<file path="src/rtl/psychic5_objdma_pkg.sv">
// Shared state encoding and widths for the Psychic 5 sprite-attribute DMA.
package psychic5_objdma_pkg;

  localparam int OBJDMA_AW = 13;
  localparam int OBJBUF_AW = 9;

  typedef enum logic [2:0] {
    IDLE,
    REQ,
    ADDR,
    READ,
    DONE
  } objdma_state_t;

endpackage

</file>
<file path="src/rtl/psychic5_objdma_buf.sv">
// Sprite buffer RAM: one MCLK write port, one registered MCLK read port.
module psychic5_objdma_buf #(
  parameter int AW = 9
) (
  input  logic          i_EMU_MCLK,
  input  logic          wr_en,
  input  logic [AW-1:0] wr_addr,
  input  logic [7:0]    wr_data,
  input  logic [AW-1:0] rd_addr,
  output logic [7:0]    rd_data
);

  logic [7:0] mem [0:(1<<AW)-1];

  always_ff @(posedge i_EMU_MCLK) begin
    if (wr_en) mem[wr_addr] <= wr_data;
    rd_data <= mem[rd_addr];
  end

endmodule

</file>
<file path="src/rtl/psychic5_objdma.sv">
// Psychic 5 sprite-attribute DMA: takes the Z80 bus on a frame trigger and snapshots work RAM.
// Define PSYCHIC5_OBJDMA_DBLBUF_EN for a double-buffered (2x512) sprite buffer.
module psychic5_objdma
  import psychic5_objdma_pkg::*;
#(
  parameter logic [OBJDMA_AW-1:0] P_BASE_ADDR = 13'h1000,
  parameter int                   P_LENGTH    = 512
) (
  input  logic                 i_EMU_MCLK,
  input  logic                 i_EMU_MRST_n,
  input  logic                 i_EMU_CLK6MPCEN_n,
  output logic                 o_OBJDMA_BUSRQ_n,
  input  logic                 i_OBJDMA_BUSACK_n,
  output logic [OBJDMA_AW-1:0] o_OBJDMA_ADDR_BUS,
  input  logic [7:0]           i_OBJDMA_DATA_READ_BUS,
  output logic                 o_OBJDMA_CTRL_RD_n,
  output logic                 o_OBJDMA_CTRL_WR_n,
  input  logic                 i_DMA_TRIG,
  input  logic                 i_OBJ_BUF_INIT_STOP_n,
  input  logic [OBJBUF_AW-1:0] i_BUF_RADDR,
  output logic [7:0]           o_BUF_RDATA,
  output logic                 o_DMA_BUSY
);

`ifdef PSYCHIC5_OBJDMA_DBLBUF_EN
  localparam int BUF_AW = OBJBUF_AW + 1;
`else
  localparam int BUF_AW = OBJBUF_AW;
`endif
  localparam logic [OBJBUF_AW-1:0] LAST_IDX = OBJBUF_AW'(P_LENGTH - 1);

  objdma_state_t        state_q, state_d;
  logic                 tick;
  logic                 trig_prev, trig_edge;
  logic                 busrq_n_q, rd_n_q, busy_q;
  logic                 buf_we, last_byte;
  logic [OBJBUF_AW-1:0] count_q;
  logic [BUF_AW-1:0]    buf_waddr, buf_raddr;

  assign tick      = ~i_EMU_CLK6MPCEN_n;
  assign last_byte = (count_q == LAST_IDX);
  assign buf_we    = tick && (state_q == READ) && !i_OBJDMA_BUSACK_n;

  // Losing the grant in ADDR or READ falls back to REQ without committing the byte.
  always_comb begin
    state_d = state_q;
    case (state_q)
      IDLE: if (trig_edge && i_OBJ_BUF_INIT_STOP_n) state_d = REQ;
      REQ:  if (!i_OBJDMA_BUSACK_n) state_d = ADDR;
      ADDR: state_d = i_OBJDMA_BUSACK_n ? REQ : READ;
      READ: begin
        if (i_OBJDMA_BUSACK_n) state_d = REQ;
        else if (last_byte)    state_d = DONE;
        else                   state_d = ADDR;
      end
      DONE: state_d = IDLE;
      default: state_d = IDLE;
    endcase
  end

  always_ff @(posedge i_EMU_MCLK or negedge i_EMU_MRST_n) begin
    if (!i_EMU_MRST_n) begin
      state_q   <= IDLE;
      trig_prev <= 1'b0;
      trig_edge <= 1'b0;
      busrq_n_q <= 1'b1;
      rd_n_q    <= 1'b1;
      busy_q    <= 1'b0;
      count_q   <= '0;
    end else if (tick) begin
      state_q   <= state_d;
      trig_prev <= i_DMA_TRIG;
      trig_edge <= i_DMA_TRIG & ~trig_prev;
      rd_n_q    <= ~((state_d == ADDR) || (state_d == READ));
      if ((state_q == IDLE) && (state_d == REQ)) begin
        busrq_n_q <= 1'b0;
        busy_q    <= 1'b1;
      end
      // Bus release, busy drop and bank swap all land on the DONE tick.
      if (state_q == DONE) begin
        busrq_n_q <= 1'b1;
        busy_q    <= 1'b0;
        count_q   <= '0;
      end else if (buf_we && !last_byte) begin
        count_q <= count_q + OBJBUF_AW'(1);
      end
    end
  end

`ifdef PSYCHIC5_OBJDMA_DBLBUF_EN
  logic disp_bank;

  always_ff @(posedge i_EMU_MCLK or negedge i_EMU_MRST_n) begin
    if (!i_EMU_MRST_n)                    disp_bank <= 1'b0;
    else if (tick && (state_q == DONE))   disp_bank <= ~disp_bank;
  end

  assign buf_waddr = {~disp_bank, count_q};
  assign buf_raddr = {disp_bank, i_BUF_RADDR};
`else
  assign buf_waddr = count_q;
  assign buf_raddr = i_BUF_RADDR;
`endif

  psychic5_objdma_buf #(
    .AW (BUF_AW)
  ) u_buf (
    .i_EMU_MCLK (i_EMU_MCLK),
    .wr_en      (buf_we),
    .wr_addr    (buf_waddr),
    .wr_data    (i_OBJDMA_DATA_READ_BUS),
    .rd_addr    (buf_raddr),
    .rd_data    (o_BUF_RDATA)
  );

  assign o_OBJDMA_ADDR_BUS  = P_BASE_ADDR + {{(OBJDMA_AW-OBJBUF_AW){1'b0}}, count_q};
  assign o_OBJDMA_BUSRQ_n   = busrq_n_q;
  assign o_OBJDMA_CTRL_RD_n = rd_n_q;
  assign o_OBJDMA_CTRL_WR_n = 1'b1;
  assign o_DMA_BUSY         = busy_q;

endmodule
</file>
<file path="config.mk">
export PLATFORM = sky130hd
export DESIGN_NAME = psychic5_objdma
export DESIGN_NICKNAME = d
export VERILOG_FILES = /design/src/rtl/psychic5_objdma_pkg.sv /design/src/rtl/psychic5_objdma_buf.sv /design/src/rtl/psychic5_objdma.sv
export SDC_FILE = /design/constraint.sdc
export NUM_CORES = 2
export LEC_CHECK = 0
export CAP_MARGIN = 20
export CORE_UTILIZATION = 30
export DETAILED_ROUTE_END_ITERATION = 8
export GPL_TIMING_DRIVEN = 0
export SYNTH_ARGS = -nofsm -noshare
export SYNTH_HDL_FRONTEND = slang
export SYNTH_SLANG_ARGS = --single-unit
</file>
<file path="constraint.sdc">
create_clock -name i_EMU_MCLK -period 5.3 [get_ports i_EMU_MCLK]
set_input_delay 1.325 -clock i_EMU_MCLK [delete_from_list [all_inputs] [get_ports i_EMU_MCLK]]
set_output_delay 1.325 -clock i_EMU_MCLK [all_outputs]
set_load 0.01 [all_outputs]
</file>
==> flow_summary_export.csv <==
group,metric,value,unit
final_layout,syn2layout_area_growth,16.0,%
synth,synth_area_leaders,"edfxtp_1 76%, mux4_2 8.8%, mux2i_1 4.8%, o221ai_1 2.0%, nor2_1 1.4%",
clock_network,post_cts_buffers,0,
clock_network,cts_hold_buf,0,
synth,yosys_warnings,0,
final_layout,multiInputGateArea,0.0343,mm^2
worst_setup_path,worstPathRequired,6.15,ns
floorplan,chipHeight,735,um
timing,worst_pin_slew,1.33,ns
worst_setup_path,cp.arrival,6.50,ns
power,p_leak,0.0587,uW
worst_setup_path,path_max_fanout,10,
floorplan,fp.dieW,735,um
clock_network,path_clk_slew,0.06,ns
worst_setup_path,crit_buf_inv,7,
timing,fin_crit,5.65,ns
synth,yosysSeqAreaShare,76.6,%
power,ir_worst_vdd,0.305,mV
timing,timing.final.crit_share,107,%
worst_setup_path,critical_path_class,"input port to register",
routing,wl,668000,um
floorplan,io_pins,48,
synth,synth_common_cells,"4096 x edfxtp_1, 781 x mux2i_1, 634 x mux4_2",
place,gp_congestion,1.01,
routing,vias,94562,
routing,wl_per_cell,40.9,um
clock_network,tritoncts,"built",
floorplan,rows,268,
routing,wl_met3,99600,um
timing,hold_viol,0,
grt,grt_util_all_layers,23.9,%
final_layout,final_layout_size_suffix_gt1_share,19.3,%
worst_setup_path,crit_chain,"clkdlybuf4s50_1 -> buf_4 -> clkbuf_1 -> buf_8 -> clkbuf_1 -> buf_8 -> o221ai_1 -> o22ai_1 -> o21ai_0 -> buf_4 -> nand4_1 -> nand2_1 -> o2111a_1",
floorplan,dieArea,0.541,mm^2
power,finalPower,69100,uW
routing,drtIter0Drc,18453,
clock_network,root_buffer,"clkbuf_16",
grt,grt_max_degree,147,
routing,wl_met2,282000,um
worst_setup_path,critPathLaunchType,"input port",
routing,highest_layer,"met5",
routing,drc,10,
run_status,failed_checks,"DRC, setup timing",
final_layout,fill_cells,49149,
synth,synthCells,8164,
timing,fmax,0.177,GHz
worst_setup_path,crit_path_top_delay_cell,"clkdlybuf4s50_1",
synth,ys_ff_latch,4121,
final_layout,final_util,35.0,%
timing,rsz0062_at_grt,"no",
routing,viasPerCell,5.79,
synth,async_reset_ff_share,0.413,%
final_layout,seq_area,0.124,mm^2
clock_network,cts_sinks,4121,
grt,grt_pass1_vias,88913,
synth,synth_edf_count,4096,
clock_network,cts_max_level,5,
worst_setup_path,end_kind,"register",
worst_setup_path,cpPeakStageDelay,0.77,ns
synth,synth.top_cell.area_share,76.2,%
timing,maxSlewHeadroom,10.7,%
job,maxCapViolCount,0,
routing,drt-met1-wl,234000,um
grt,overflow,0,
final_layout,finalInstanceArea,0.187,mm^2
timing,setup_viol,8,
worst_setup_path,crit_family,"buffers and inverters",
synth,avgSynthCellArea,19.8,um^2
timing,worst_slack,-0.353,ns
synth,synth.cell_area,0.161,mm^2
synth,synth-main-ff-cell,"edfxtp_1",
grt,antenna_found_initial,106,
timing,clock-skew-final,0.0718,ns
clock_network,cts_buffers,405,
clock_network,clk_latency,1.05,ns
floorplan,initial_core_util,30.2,%
place,hpwlAfterDp,484000,um
timing,drv_slew,0,
clock_network,clock_path_buffers,4,
routing,ant_nets,0,
power,pwr_density_cell,369,mW/mm^2
synth,yosysMostFrequentCell,"edfxtp_1",
run_status,status,"finished, violations left",
final_layout,nNetsFinal,8819,
synth,yosysTopAreaCell,"edfxtp_1",
hold_path,min_path_type,"register to register",
place,io_buffers,37,
synth,yosysUniqueCellTypes,63,
grt,grt_pass1_wl,855000,um
routing,first_pass_iters,9,
floorplan,core,0.534,mm^2
place,postPlaceCellArea,0.174,mm^2
-- what timing repair did --
item	CTS	global route
gates resized for setup	5	7
setup endpoints to repair	4	5
endpoints found under the hold margin	0	0
-- final cells by class --
| class | count | share of cell area (%) |
|---|---|---|
| Sequential cell | 4121 | 66.0 |
| Multi-Input combinational cell | 3505 | 18.3 |
| Clock buffer | 500 | 5.67 |
| Tap cell | 7155 | 4.78 |
| Timing Repair Buffer | 218 | 2.03 |
| Buffer | 534 | 1.94 |
| Clock inverter | 239 | 1.12 |
| Antenna cell | 54 | 0.0722 |
| Inverter | 6 | 0.0120 |
-- routing by layer --
layer	up-vias	global-route usage [%]
met5	-	0
met4	52	15.7
met3	1568	9.78
met2	7991	34.4
met1	49740	29.7
li1	35211	-
-- metrics by stage --
stage / instances / hold WS, ns / setup slack, ns / TNS [ns]
final: 16332 / 0.456 / -0.353 / -1.70
after global routing: 16284 / 0.489 / 0.00805 / 0
after CTS: 16273 / 0.462 / 0.000681 / 0
after detailed placement: 15534 / 0.453 / -1.46 / -276.41
after global placement: 15359 / 0.454 / -13.47 / -
after floorplan: 8167 / 0.436 / 1.72 / 0
-- flip-flops by register name, summed over array words and instances (netlist names) --
register / count
u_buf.mem: 4096
u_buf.rd_data: 8
buf_waddr: 9
state_q: 3
o_OBJDMA_BUSRQ_n: 1
trig_prev: 1
o_DMA_BUSY: 1
o_OBJDMA_CTRL_RD_n: 1
trig_edge: 1
-- power breakdown --
part | switching [uW] | internal [uW] | total, uW
sequential | 27.9 | 35800 | 35900
combinational | 3500 | 1270 | 4770
clock | 12900 | 15500 | 28400
-- worst paths after layout --
check / end / cells after the start / slack (ns) / start
max in group asynchronous: buf_waddr[6] / 1 / 4.06 / i_EMU_MRST_n
worst max register to register: u_buf.mem[107][0] / 8 / 0.44 / state_q[2]
worst min register to register: o_OBJDMA_CTRL_RD_n / 2 / 0.46 / o_OBJDMA_CTRL_RD_n
min in group asynchronous: state_q[2] / 1 / 0.74 / i_EMU_MRST_n
worst max-delay path: u_buf.rd_data[4] / 13 / -0.35 / i_BUF_RADDR[4]
worst min-delay path: o_OBJDMA_CTRL_RD_n / 2 / 0.46 / o_OBJDMA_CTRL_RD_n
-- worst min-delay path, delay by kind of cell (launching register included) --
family | cells | cell delay (ns)
flip-flops | 1 | 0.37
buffers and inverters | 1 | 0.04
AO/OA/AOI/OAI | 1 | 0.04
-- cell usage in the layout, fill, tap and decap left out, types with 20 or more instances in the layout --
cell type / netlist / final
edfxtp_1: 4096 / 4096
mux2i_1: 781 / 781
mux4_2: 634 / 634
nor2_1: 593 / 592
clkbuf_16: 0 / 410
o221ai_1: 371 / 371
clkbuf_1: 268 / 244
a21oi_1: 205 / 204
o22ai_1: 161 / 161
nand2_1: 161 / 159
nor3_1: 113 / 112
clkbuf_2: 0 / 111
o21ai_0: 120 / 111
clkinv_1: 0 / 104
buf_8: 33 / 101
buf_2: 80 / 91
buf_6: 70 / 73
clkinv_2: 0 / 70
buf_4: 47 / 66
buf_12: 16 / 62
a22oi_1: 62 / 62
nand3_1: 57 / 57
diode_2: 0 / 54
buf_16: 0 / 50
nand4_1: 36 / 36
nor4_1: 38 / 33
clkdlybuf4s50_1: 0 / 29
bufinv_16: 0 / 27
mux4_1: 20 / 20
-- cells by family (layout without fill, tap and decap cells) --
kind of cell / count (synthesis) / in the layout / synth area share [%]
other cells: 2 / 59 / 0.00465
mux: 1435 / 1435 / 14.0
simple gates: 1066 / 1066 / 2.85
xor+xnor: 6 / 6 / 0.0326
buf+inv: 541 / 1497 / 2.18
compound gates: 988 / 988 / 4.28
fa+ha+maj: 5 / 5 / 0.0388
flops: 4121 / 4121 / 76.6
Note: power is estimated with default switching activity, not from simulation.
